--- src/rtl/clk_pkg.sv ---
// rtl/clk_pkg.sv - shared sequencer state enum and phase-decode helpers
package clk_pkg;

  typedef enum logic [2:0] {
    WAIT_OSC    = 3'd0,
    WAIT_STABLE = 3'd1,
    RELEASE     = 3'd2,
    RUN         = 3'd3,
    STOP        = 3'd4
  } state_t;

  localparam int PHASE_FIRST = 0;
  localparam int PHASE_ADR   = 1;

  function automatic int phase_last(input int phases);
    return phases - 1;
  endfunction

  function automatic int phase_half(input int phases);
    return phases / 2;
  endfunction

  // States in which the CPU phases are visible on the outputs
  function automatic logic is_running(input state_t st);
    return (st == WAIT_STABLE) || (st == RELEASE) || (st == RUN);
  endfunction

endpackage

--- src/rtl/clk_phase_ring.sv ---
// rtl/clk_phase_ring.sv - prescaler, phase counter, divider latch and cycle-end detection
module clk_phase_ring
  import clk_pkg::*;
#(
  parameter int PHASES = 4,
  parameter int DIV_W  = 2,
  parameter int PH_W   = $clog2(PHASES)
) (
  input  logic              clk,
  input  logic              reset,
  input  logic              hold,
  input  logic              freeze,
  input  logic [DIV_W-1:0]  div_sel,
  output logic [PH_W-1:0]   ph_next,
  output logic [PHASES-1:0] phase_next,
  output logic              cycle_end
);

  localparam logic [PH_W-1:0] PH_FIRST = PH_W'(PHASE_FIRST);
  localparam logic [PH_W-1:0] PH_LAST  = PH_W'(phase_last(PHASES));

  logic [DIV_W-1:0] presc;
  logic [DIV_W-1:0] presc_nx;
  logic [DIV_W-1:0] div_lat;
  logic [DIV_W-1:0] div_lat_nx;
  logic [PH_W-1:0]  ph;
  logic             tick;

  // Next prescaler/phase values; the internal phase keeps counting while frozen so STOP still sees cycle ends
  always_comb begin
    tick       = (presc == div_lat);
    cycle_end  = !hold && tick && (ph == PH_LAST);
    presc_nx   = presc;
    ph_next    = ph;
    div_lat_nx = div_lat;
    if (hold) begin
      presc_nx   = '0;
      ph_next    = PH_FIRST;
      div_lat_nx = div_sel;
    end else begin
      presc_nx = tick ? '0 : presc + DIV_W'(1);
      if (tick) begin
        ph_next = (ph == PH_LAST) ? PH_FIRST : ph + PH_W'(1);
      end
      if (cycle_end) begin
        div_lat_nx = div_sel;
      end
    end
    phase_next = freeze ? '0 : (PHASES'(1) << ph_next);
  end

  // Counter and divider-latch registers
  always_ff @(posedge clk) begin
    if (reset) begin
      presc   <= '0;
      ph      <= PH_FIRST;
      div_lat <= div_sel;
    end else begin
      presc   <= presc_nx;
      ph      <= ph_next;
      div_lat <= div_lat_nx;
    end
  end

endmodule

--- src/rtl/clk_phase_seq.sv ---
// rtl/clk_phase_seq.sv - N-phase CPU clock-enable generator with oscillator-stable and reset-release sequencing
module clk_phase_seq
  import clk_pkg::*;
#(
  parameter int PHASES        = 4,
  parameter int DIV_W         = 2,
  parameter int STABLE_CYCLES = 16,
  parameter int STABLE_W      = 5
) (
  input  logic              CLK,
  input  logic              RESET,
  input  logic              OSC_ENA,
  input  logic              CLK_ENA,
  input  logic [DIV_W-1:0]  DIV_SEL,
  output logic [PHASES-1:0] PHASE,
  output logic              MAIN_CLK_P,
  output logic              DATA_CLK_P,
  output logic              ADR_CLK_P,
  output logic              INC_CLK_P,
  output logic              LATCH_CLK,
  output logic              OSC_STABLE,
  output logic              SYNC_RESET
);

  localparam int                  PH_W       = $clog2(PHASES);
  localparam int                  LAST_IDX   = phase_last(PHASES);
  localparam logic [PH_W-1:0]     PH_HALF    = PH_W'(phase_half(PHASES));
  localparam logic [STABLE_W-1:0] STABLE_TGT = STABLE_W'(STABLE_CYCLES);

  state_t              state;
  state_t              state_next;
  logic [STABLE_W-1:0] stable_cnt;
  logic [STABLE_W-1:0] stable_next;
  logic                osc_stable_next;
  logic                sync_reset_next;
  logic                hold;
  logic                freeze;
  logic                cycle_end;
  logic [PH_W-1:0]     ph_next;
  logic [PHASES-1:0]   phase_next;

  assign hold   = (state == WAIT_OSC) || !OSC_ENA;
  assign freeze = !is_running(state_next);

  clk_phase_ring #(
    .PHASES (PHASES),
    .DIV_W  (DIV_W),
    .PH_W   (PH_W)
  ) u_ring (
    .clk        (CLK),
    .reset      (RESET),
    .hold       (hold),
    .freeze     (freeze),
    .div_sel    (DIV_SEL),
    .ph_next    (ph_next),
    .phase_next (phase_next),
    .cycle_end  (cycle_end)
  );

  // Sequencer next-state decode; oscillator loss overrides every other transition
  always_comb begin
    state_next      = state;
    stable_next     = stable_cnt;
    osc_stable_next = OSC_STABLE;
    sync_reset_next = SYNC_RESET;
    if (!OSC_ENA) begin
      state_next      = WAIT_OSC;
      stable_next     = '0;
      osc_stable_next = 1'b0;
      sync_reset_next = 1'b1;
    end else begin
      case (state)
        WAIT_OSC: state_next = WAIT_STABLE;
        WAIT_STABLE: begin
          if (cycle_end) begin
            if (stable_cnt != STABLE_TGT) begin
              stable_next = stable_cnt + STABLE_W'(1);
            end
            if (stable_cnt + STABLE_W'(1) == STABLE_TGT) begin
              osc_stable_next = 1'b1;
              state_next      = RELEASE;
            end
          end
        end
        RELEASE: begin
          if (cycle_end) begin
            sync_reset_next = 1'b0;
            state_next      = RUN;
          end
        end
        RUN:     if (cycle_end && !CLK_ENA) state_next = STOP;
        STOP:    if (cycle_end && CLK_ENA) state_next = RUN;
        default: state_next = WAIT_OSC;
      endcase
    end
  end

  // State and registered outputs, decoded from next state/phase so they line up with PHASE
  always_ff @(posedge CLK) begin
    if (RESET) begin
      state      <= WAIT_OSC;
      stable_cnt <= '0;
      PHASE      <= '0;
      MAIN_CLK_P <= 1'b0;
      DATA_CLK_P <= 1'b0;
      ADR_CLK_P  <= 1'b0;
      INC_CLK_P  <= 1'b0;
      LATCH_CLK  <= 1'b0;
      OSC_STABLE <= 1'b0;
      SYNC_RESET <= 1'b1;
    end else begin
      state      <= state_next;
      stable_cnt <= stable_next;
      PHASE      <= phase_next;
      MAIN_CLK_P <= (state_next != WAIT_OSC) && (ph_next < PH_HALF);
      DATA_CLK_P <= !freeze && (ph_next >= PH_HALF);
      ADR_CLK_P  <= phase_next[PHASE_ADR] && OSC_ENA;
      INC_CLK_P  <= phase_next[LAST_IDX];
      LATCH_CLK  <= cycle_end && (state != STOP);
      OSC_STABLE <= osc_stable_next;
      SYNC_RESET <= sync_reset_next;
    end
  end

endmodule

--- config.mk ---
export PLATFORM = sky130hd
export DESIGN_NAME = clk_phase_seq
export DESIGN_NICKNAME = d
export VERILOG_FILES = /design/src/rtl/clk_pkg.sv /design/src/rtl/clk_phase_ring.sv /design/src/rtl/clk_phase_seq.sv
export SDC_FILE = /design/constraint.sdc
export NUM_CORES = 1
export LEC_CHECK = 0
export ABC_AREA = 1
export CORE_MARGIN = 8
export CORE_UTILIZATION = 59
export CTS_BUF_LIST = sky130_fd_sc_hd__clkbuf_4
export CTS_CLUSTER_DIAMETER = 60
export DETAILED_ROUTE_END_ITERATION = 10
export PLACE_DENSITY_LB_ADDON = 0.05
export SYNTH_ARGS = -nofsm -noshare
export SYNTH_HDL_FRONTEND = slang
export SYNTH_SLANG_ARGS = --single-unit
--- constraint.sdc ---
create_clock -name CLK -period 4.58 [get_ports CLK]
set_input_delay 0.916 -clock CLK [delete_from_list [all_inputs] [get_ports CLK]]
set_output_delay 0.916 -clock CLK [all_outputs]
set_load 0.02 [all_outputs]
==> results.toml <==
[floorplanning]
floorplan.die_area_um2 = 3630
die_y_um = 60.2
die_width_um = 60.2
initial_core_utilization = 0.607
ios = 17
num_rows = 16
fp.coreArea_um2 = 1900

[placed_design]
hpwl_mm = 1.76
port_buffers = 16
globalplace.congestion = 0.886
preCtsSetupSlack_ps = 1990
dpl-instance-area_um2 = 1330

[setup_path]
worst_path_most_repeated_cell = "nand2_2"
data_required_time_at_the_worst_endpoint_ps = 4790
r2r_setup_slack_ps = 2870
timing.setup.critical_path_class = "in2reg"
cp.buffers_inverters = 3
cpPeakStageDelay_ps = 530
ff2ff_path_depth = 12
worst_path_max_delay_cell = "clkdlybuf4s50_1"
timing.rr.end = "PHASE[1]$_SDFF_PP0_"
cp_cell_sequence = "clkdlybuf4s50_1 -> inv_1 -> a21oi_4 -> nand3_4 -> clkinv_4 -> nand2_2 -> nand2_2 -> nand3_1 -> nand2_1 -> nand2_2 -> nand2_2 -> nor2_1"
critical_path_arrival_ps = 2480
crit_path_end_kind = "flip-flop"
start_kind = "primary input"
critical_path.reg2reg.startpoint = "stable_cnt[1]$_SDFFE_PP0P_"
timing.critical_path.max_delay_family = "buffers and inverters"
critPathMaxFanout = 7

[hold_path]
timing.hold.worst_path_depth = 2
hold_start = "OSC_STABLE$_SDFFE_PP0P_"
worstHoldEndpoint = "OSC_STABLE$_SDFFE_PP0P_"
min-delay-path-class = "reg2reg"

[synthesis]
netlist-cell-type-count = 26
post_synth_fa_ha_maj_area_fraction = 0.0325
ys.flop_type = "dfxtp_1"
asyncSetResetFlopFracSynth = 0
synth_seq_cells = 24
synth_xor_xnor_area_share = 0
synth_area_per_cell_um2 = 7.91
ys.warnings.count = 0
synth_mux_area_frac = 0
dominant_cells_by_area_after_synthesis = "dfxtp_1 (38%), nor2_1 (7.2%), inv_1 (6.8%)"
synth_compound_area_frac = 0.0834
synth_edf_count = 2
post-synth-top-area-cell = "dfxtp_1"
synth_top_family_by_area = "simple AND/OR/NAND/NOR gates"
post_synth_and_or_nand_nor_area_fraction = 0.352
mappedNetlistNets = 155
synth_top_area_frac = 0.381
mappedNetlistArea_um2 = 1150
synth_seq_area_share = 0.433
postSynthCellCount = 146

[global_routing]
grtUsageTotal = 0.147
maximum_number_of_pins_on_one_net_before_global_route_repair = 15
global_route_wire_length_before_repair_mm = 4.00
number_of_antenna_violations_at_the_first_check_in_global_routing = 0
number_of_global_route_vias_before_repair = 995
gr-total-overflow = 0

[cts]
clock_tree.root_cell = "clkbuf_4"
cts-root-to-sink-buffers = 2
clkLatencyLatePin_ps = 320
cts_sinks = 24
tritoncts = "done"
postCtsResizedCells = 0
cts_inserted_buffers = 3
ctsHtreeMaxLevel = 1
cts.hold.buffers_added = 0
clkTransAtPathRegs_ps = 130
post_cts.repair.setup_buffers = 0

[timing]
timing.final.hold_violations = 0
max-slew-margin-rel = 0.750
max_clock_freq_mhz = 441
post_layout_minimum_cycle_time_ps = 2270
final_max_slew_viol_count = 0
setup_total_negative_slack_ps = 0
worst_clock_skew_ps = 3.03
fin_crit_sh = 0.495
setup_viol_count_final = 0
worstMarginPinSlew_ps = 372
rsz0062_at_grt = "no"
fin_hold_ws_ps = 474
fin_worst_setup_slack_ps = 2310

[route]
wirelength_routed_mm = 2.27
detail_route.first_pass.iterations = 4
viasPerCell = 5.00
detailedRoute.firstIterationViolations = 22
routed_wire_length_per_instance_um = 11.9
final_antenna_net_count = 0
detailroute.via_count = 955
drcViolationCount = 0

[layout]
filler_cell_count = 143
syn_to_final_growth_pct = 20.0
drive_above_1_share = 0.165
register_area_um2 = 500
num-nets-final = 174
multi_input_comb_area_um2 = 541
fin_area_um2 = 1390
antennaDiodeCount = 0

[power]
irDropWorstVdd_mv = 0.231
total_leakage_power_nw = 0.569
power.density_cell_area_nw_per_um2 = 290
report.power.total_mw = 0.402

[job]
cap_viol_max_count = 0

[run_status]
status = "complete, no violations"
==> worst max-delay path by stage <==
stage | cells past startpoint | end | slack (ps) | start
final | 12 | PHASE[1]$_SDFF_PP0_ | 2310 | OSC_ENA
after detailed placement | 12 | ADR_CLK_P$_SDFF_PP0_ | 1990 | OSC_ENA
after global routing | 12 | PHASE[1]$_SDFF_PP0_ | 2200 | OSC_ENA
after global placement | 12 | ADR_CLK_P$_SDFF_PP0_ | 2000 | OSC_ENA
after floorplan | 11 | PHASE[2]$_SDFF_PP0_ | 2710 | OSC_ENA
after CTS | 12 | ADR_CLK_P$_SDFF_PP0_ | 2330 | OSC_ENA
==> routing by layer <==
metal | GRT usage | wire [um]
met5 | 0 | 0
met4 | 0.0884 | 48
met3 | 0.0366 | 66
met2 | 0.262 | 1170
met1 | 0.148 | 983
==> cell usage after synthesis (2+ instances only) <==
| cell | instances |
|---|---|
| nand2_4 | 2 |
| nor2_1 | 22 |
| inv_1 | 21 |
| edfxtp_1 | 2 |
| inv_2 | 3 |
| ha_1 | 3 |
| nand2_1 | 20 |
| nor3_1 | 3 |
| a211oi_1 | 2 |
| a21oi_1 | 7 |
| nor2_2 | 2 |
| nand4_1 | 3 |
| nor3_2 | 2 |
| buf_4 | 2 |
| nand2_2 | 7 |
| dfxtp_1 | 22 |
| nand3_2 | 2 |
| o21ai_0 | 6 |
| nand3_1 | 8 |
==> tightest hold or removal path, delay by kind of cell, from the launching register on <==
kind	cells	cell delay [ps]
AOI/OAI and AO/OA	1	60
buffers and inverters	1	50
DFF	1	330
==> cell usage in the layout, fill, tap and decap left out <==
cell,synthesis,final
nand3_4,1,1
clkbuf_4,0,3
nand2_4,2,2
a211oi_1,2,2
ha_1,3,3
nor4_1,1,1
nor2_2,2,2
nand3_1,8,8
nand4_1,3,3
nand2_2,7,7
nor3_2,2,2
inv_2,3,3
inv_1,21,21
nor2_8,1,1
nand2_1,20,20
a21oi_1,7,7
a21oi_4,1,1
or2_2,1,1
nor3_1,3,3
clkdlybuf4s50_1,0,16
o21ai_0,6,6
edfxtp_1,2,2
bufinv_16,0,1
and2_1,1,1
nor2_1,22,22
nand3_2,2,2
clkinv_4,1,1
dfxtp_1,22,22
==> metrics by stage <==
step,instances,utilization
after floorplan,146,-
after global placement,187,0.701
after detailed placement,187,0.701
after CTS,191,0.729
after global routing,191,0.729
final,191,0.729
==> area by class of cell <==
class	count	share of cell area
inverter	25	0.0713
clock buffer	3	0.0162
clock inverter	1	0.0217
timing repair buffer	16	0.116
multi-input combinational	95	0.390
sequential	24	0.361
tap	27	0.0244
==> cells by family (layout without fill, tap and decap cells) <==
group	after synthesis	in the layout
AO/OA/AOI/OAI	16	16
adder cells (fa/ha/maj)	3	3
buffers and inverters	27	45
flip-flops	24	24
AND/OR/NAND/NOR	76	76
==> power by group <==
part           internal (mW)  leakage (nW)  switching [mW]
sequential             0.215         0.199         0.00180
clock                 0.0885        0.0279          0.0651
combinational         0.0132         0.342          0.0187
==> sequential cells by signal, summed over array words and instances (netlist names) <==
signal	cells
DATA_CLK_P	1
ADR_CLK_P	1
PHASE	4
MAIN_CLK_P	1
SYNC_RESET	1
u_ring.ph	2
u_ring.div_lat	2
u_ring.presc	2
stable_cnt	5
state	3
LATCH_CLK	1
OSC_STABLE	1
(Power assumes the default switching activity.)
